<file path="src/rtl/decodificador_dia_bcd.sv">
// Converts an RTC BCD day byte (01..DIA_MAX) into a zero-based day index and pulses carga to preload the day counter.
// Latency: strobe sampled at edge E -> q_dia/carga valid after E+3; next byte accepted at E+4 (listo high only in IDLE).
// Backpressure: strobes while busy are dropped; `DECODIFICADOR_DIA_SOBRECARGA_EN adds a sticky sobrecarga flag for them.
module decodificador_dia_bcd #(
    parameter int DIA_MAX = 31
) (
    input  logic       clk,
    input  logic       reset,
    input  logic [7:0] dato_bcd,
    input  logic       dato_valido,
    output logic       listo,
    output logic [4:0] q_dia,
    output logic       carga,
    output logic       error
`ifdef DECODIFICADOR_DIA_SOBRECARGA_EN
    ,
    output logic       sobrecarga
`endif
);

    localparam logic [6:0] DIA_MAX_L = 7'(DIA_MAX);

    typedef enum logic [2:0] {
        IDLE  = 3'd0,
        CHECK = 3'd1,
        MUL   = 3'd2,
        ADD   = 3'd3,
        DONE  = 3'd4
    } estado_t;

    estado_t     estado;
    estado_t     estado_sig;
    logic [3:0]  decenas;
    logic [3:0]  unidades;
    logic [5:0]  acc;
    logic [6:0]  valor;
    logic        byte_ok;

    // Full binary value is only needed for the range check; the datapath rebuilds it in MUL.
    assign valor   = {decenas, 3'b000} + {2'b00, decenas, 1'b0} + {3'b000, unidades};
    assign byte_ok = (decenas <= 4'd9) && (unidades <= 4'd9) &&
                     (valor != 7'd0) && (valor <= DIA_MAX_L);

    always_ff @(posedge clk or negedge reset) begin
        if (!reset) begin
            estado <= IDLE;
        end else begin
            estado <= estado_sig;
        end
    end

    always_comb begin
        estado_sig = estado;
        unique case (estado)
            IDLE:    if (dato_valido) estado_sig = CHECK;
            CHECK:   estado_sig = byte_ok ? MUL : IDLE;
            MUL:     estado_sig = ADD;
            ADD:     estado_sig = DONE;
            DONE:    estado_sig = IDLE;
            default: estado_sig = IDLE;
        endcase
    end

    always_comb begin
        listo = (estado == IDLE);
    end

    always_ff @(posedge clk or negedge reset) begin
        if (!reset) begin
            decenas  <= 4'd0;
            unidades <= 4'd0;
            acc      <= 6'd0;
            q_dia    <= 5'd0;
            carga    <= 1'b0;
            error    <= 1'b0;
        end else begin
            unique case (estado)
                IDLE: begin
                    if (dato_valido) begin
                        decenas  <= dato_bcd[7:4];
                        unidades <= dato_bcd[3:0];
                    end
                end
                CHECK: begin
                    if (!byte_ok) begin
                        error <= 1'b1;
                    end else begin
                        acc <= {decenas[2:0], 3'b000};
                    end
                end
                MUL: begin
                    acc <= acc + {1'b0, decenas, 1'b0} + {2'b00, unidades};
                end
                ADD: begin
                    // acc is 1..DIA_MAX here, so the decrement cannot wrap.
                    q_dia <= 5'(acc - 6'd1);
                    carga <= 1'b1;
                    error <= 1'b0;
                end
                DONE: begin
                    carga <= 1'b0;
                end
                default: begin
                    carga <= 1'b0;
                end
            endcase
        end
    end

`ifdef DECODIFICADOR_DIA_SOBRECARGA_EN
    always_ff @(posedge clk or negedge reset) begin
        if (!reset) begin
            sobrecarga <= 1'b0;
        end else if (dato_valido && !listo) begin
            sobrecarga <= 1'b1;
        end
    end
`endif

endmodule

</file>
<file path="config.mk">
export PLATFORM = sky130hd
export DESIGN_NAME = decodificador_dia_bcd
export DESIGN_NICKNAME = d
export VERILOG_FILES = /design/src/rtl/decodificador_dia_bcd.sv
export SDC_FILE = /design/constraint.sdc
export NUM_CORES = 1
export LEC_CHECK = 0
export CAP_MARGIN = 20
export CORE_MARGIN = 1.5
export CORE_UTILIZATION = 42
export DETAILED_ROUTE_END_ITERATION = 10
export SYNTH_ARGS = -nofsm -noshare
export SYNTH_HDL_FRONTEND = slang
export SYNTH_SLANG_ARGS = --single-unit
</file>
<file path="constraint.sdc">
create_clock -name clk -period 3.61 [get_ports clk]
set_input_delay 0.9025 -clock clk [delete_from_list [all_inputs] [get_ports clk]]
set_output_delay 0.9025 -clock clk [all_outputs]
set_load 0.02 [all_outputs]
</file>
Word level (Yosys, flattened, before mapping)
Cells that the tools add are included.
Cells by class
  equal/unequal tests: 6
  add/subtract/negate cells: 5
  multiplexer cells: 8
  reduce and logical (&&, ||, !) cells: 11
  order comparisons: 3
Operators with widths (count)
  case mux 3 bit (4 select lines): 1
  case mux 6 bit (2 select lines): 1
  <= comparator 4 bit (second input constant): 2
  adder 7 x 4 -> 7 bit: 1
  adder 7 x 5 -> 7 bit: 1
  <= comparator 7 x 5 -> 1 bit (second input constant): 1
  nonzero test 7 bit: 1
  adder 6 x 4 -> 6 bit: 1
  adder 6 x 5 -> 6 bit: 1
  == test 3 x 2 -> 1 bit (second input constant): 2
  2-to-1 mux 6 bit: 1
  inequality test 2 bit (second input constant): 3
  AND reduction 2 bit: 3
  subtractor 5 x 1 -> 5 bit (second input constant): 1
  case mux 1 bit (2 select lines): 2
  nonzero test 2 bit: 2
  == test 3 x 1 -> 1 bit (second input constant): 1
  logical AND 1 bit: 3
  zero test 3 bit: 1
  2-to-1 mux 3 bit: 1
  OR reduction 3 bit: 1
  2-to-1 mux 2 bit: 1
  2-to-1 mux 1 bit: 1
Word-level totals
  input bits: 11
  output and inout bits: 8
  logic and storage cells: 40
  flip-flop bits (word level): 24

Longest topological paths before layout
  depth in word-level cells: 7
  gate-level depth with buffers: 8
  mapped depth without buffers: 8

Worst setup path before layout
No wires, ideal clock.
  path type: register to register
  start: reg decenas[0]
  end: reg acc[3]
  setup slack: 0.890 ns
  clock period less this slack: 2.720 ns
  library setup time: 0.126 ns
  arrival: 2.594 ns
  required time: 3.484 ns
  buffers on the path: 0
  cell stages (with the launch flop): 8
  cell sequence: dfrtp_1 fa_1 fa_1 nand3_1 a21oi_1 or4_4 or2_4 a311o_1
Between the ends
  word-level cells in the longest chain between the ends: 7
  elaborated cells on any way between the ends: 14
  classes of those cells: 4 x add/sub; 2 x order compare; 1 x eq/ne; 2 x mux; 5 x reduce/logical
Ends and longest elaborated chain
  from (decl): line 33  | logic [3:0] decenas;
  from (signal assigned): line 80  | decenas <= dato_bcd[7:4];
  parallel branches: the longest is 7 deep, another holds adder 7 x 5 -> 7 bit
  to (signal assigned): line 88  | acc <= {decenas[2:0], 3'b000};
  to (signal assigned): line 92  | acc <= acc + {1'b0, decenas, 1'b0} + {2'b00, unidades};
  to (decl): line 35  | logic [5:0] acc;
Parallel ways; which one is timed is not known. The select of a mux whose other input is x is not followed.
A chain may end at the register's enable or synchronous reset.

Worst setup path after layout
  start: reg decenas[0]
  end: reg acc[4]
The elaborated chain is that of the path after synthesis.

==> results.yml <==
status:
  status: "finished, final reports clean"
clocking:
  postCtsSetupBuffers: 0
  cts_hold_buf: 0
  clock-root-buffer: "clkbuf_4"
  cts_max_path_buffers: 2
  post_cts_resized: 0
  cts_sinks: 23
  path_clk_slew_ns: 0.12
  cts_tree: "done"
  numCtsBuffers: 3
  clock_latency_ns: 0.30
  cts-htree-levels: 1
critical_path:
  start_kind: "flip-flop"
  cp_max_fo: 5
  ff2ff_setup_slack_ns: 0.74
  worstPathArrival_ns: 3.07
  cp.required_ns: 3.81
  endpoint_kind: "flip-flop"
  timing_worst_setup_path_type: "reg2reg"
routing:
  firstDrtPassIters: 3
  routed_via_density: 4.979
  drt_iter0_drc: 15
  wl_per_cell_um: 12.75
  antenna_left: 0
  drc_errors: 0
  dr_total_vias: 931
  drt-total-wl_um: 2385
min_path:
  min_path_type: "reg2reg"
timing:
  fin_crit_ns: 2.873
  clock.fmax_mhz: 348.0
  slew_headroom_pct: 67.75
  rsz0062_at_grt: "false"
  slew_violations: 0
  worst_pin_slew_ns: 0.4827
  setup_viol: 0
  setup_ws_ns: 0.7367
  hold_viol_final: 0
  finClkSkew_ns: 0.006288
  min_period_over_period_pct: 79.59
  fin_tns_setup_ns: 0
final_layout:
  syn_to_final_growth_pct: 20.33
  fin_nets: 173
  fin_cells: 187
  drive_above_1_share_pct: 10.49
  layout_common_cells: "dfrtp_1 (23), clkdlybuf4s50_1 (18), nand2_1 (12), ha_1 (12)"
  insertedDiodeCount: 0
  design_area_um2: 1629
  final_common_cell: "dfrtp_1"
die:
  dieArea_um2: 3573
  initial_utilization_pct: 44.34
  ios: 19
  die_x_um: 59.78
  core_area_um2: 3053
  rows: 20
  chipHeight_um: 59.78
logic_synthesis:
  synth-edff-count: 0
  ys_ff_latch: 23
  synthTopCellsByArea: "dfrtp_1 (43%), ha_1 (11%), fa_1 (8.9%)"
  avgSynthCellArea_um2: 11.01
  yosysTopAreaCellShare_pct: 42.51
  syn-cell-area_um2: 1354
  async_reset_ff_share_pct: 100.0
  synth-main-ff-cell: "dfrtp_1"
  syn_nets: 152
  syn_inst: 123
  synth_largest_area_cell: "dfrtp_1"
  synth-seq-area-share_pct: 42.51
  yosysUniqueCellTypes: 29
  ys_warn_count: 0
global_route:
  grt_antenna_before_repair: 0
  grt_usage_pct: 16.24
  grt_pass1_wl_um: 4298
  overflow: 0
  grt_max_degree: 24
  grt_pass1_vias: 927
pwr:
  pwr-share-seq_pct: 30.0
  total_power_uw: 1706
  power_leakage_uw: 0.0007408
  peakVddDrop_uv: 554.8
  swShare_pct: 43.32
  combPwrFrac_pct: 63.2
  power.density_nw_per_um2: 1047
  clockPowerShare_pct: 6.8
  internal_power_uw: 966.8
  p_switching_uw: 739.0
placement:
  dp_hpwl_um: 1915
  place.port_buffers: 18
  place_area_um2: 1574
  dp.cells: 182
  post-place-ws_ns: 0.7618
  place_congestion: 0.7845
run:
  cap_violations: 0
## flip-flops by register name, indices dropped and copies added (netlist names)
register and cells:
unidades 4, error 1, estado 3, decenas 4, acc 5, q_dia 5, carga 1
## cells in the mapped netlist (all sizes together), types with 4 or more instances
| cell | number |
|---|---|
| dfrtp | 23 |
| ha | 12 |
| nand2 | 12 |
| mux2 | 8 |
| o21ai | 8 |
| inv | 7 |
| nor2 | 7 |
| fa | 6 |
| a21oi | 5 |
| xnor2 | 5 |
| nand3 | 4 |
## path summary, 6_finish.rpt
check                      cells past startpoint                   start                      to
setup / recovery                               7  decenas[0]$_DFFE_PN0P_      acc[4]$_DFFE_PN0P_
hold / removal                                 2    q_dia[2]$_DFFE_PN0P_    q_dia[2]$_DFFE_PN0P_
setup reg to reg                               7  decenas[0]$_DFFE_PN0P_      acc[4]$_DFFE_PN0P_
hold reg to reg                                2    q_dia[2]$_DFFE_PN0P_    q_dia[2]$_DFFE_PN0P_
max in group asynchronous                      2                   reset  decenas[3]$_DFFE_PN0P_
min in group asynchronous                      1                   reset    q_dia[0]$_DFFE_PN0P_
## power groups by stage
stage	Combinational, µW	Sequential (µW)	Clock (µW)
2_1_floorplan	783	526	0
3_3_place_gp	1020	515	0
5_1_grt	1240	536	136
3_5_place_dp	1080	521	0
4_1_cts	1090	515	122
6_report	1080	512	115
## worst max-delay path, stage by stage (launching register included)
cell and delay, ns:
dfrtp_1 0.48, fa_1 0.63, fa_1 0.44, or4_1 0.50, o211a_1 0.27, nand3_1 0.09, nor2_1 0.04, a311o_1 0.30
## layer usage
| metal | wire length, µm | vias to the layer above | GRT usage [%] | share of wire (%) |
|---|---|---|---|---|
| met4 | 17 | 0 | 5.714 | 0.71 |
| met3 | 77 | 2 | 2.814 | 3.2 |
| met1 | 1087 | 449 | 20.83 | 46 |
| met2 | 1203 | 12 | 27.48 | 50 |
| li1 | - | 468 | - | - |
| met5 | 0 | - | 0 | 0 |
## metrics by stage
stage                     utilization [%]  hold slack (ns)
after floorplan                         -           0.4937
after global placement              51.56           0.4602
after detailed placement            51.56           0.4689
after CTS                           52.46           0.4981
after global routing                53.36           0.5217
final                               53.36           0.4922
## final cells by class
class                           instances  area, µm²
Clock buffer                            3      22.52
Fill cell                             292       1424
Clock inverter                          1      5.005
Sequential cell                        23      575.6
Multi-Input combinational cell         90      737.0
Inverter                                7      26.28
Tap cell                               44      55.05
Timing Repair Buffer                   19      207.7
## kinds of logic (layout without fill, tap and decap cells)
kind of cell / count (synthesis) / in the layout / synth area share (%)
xor gates and xnor gates: 8 / 8 / 5.176
AOI/OAI and AO/OA: 22 / 22 / 10.17
buffers and inverters: 10 / 30 / 3.051
adders and majority gates: 18 / 18 / 19.96
muxes: 8 / 8 / 6.655
DFF: 23 / 23 / 42.51
and+or+nand+nor: 34 / 34 / 12.48
(Power assumes the default switching activity.)
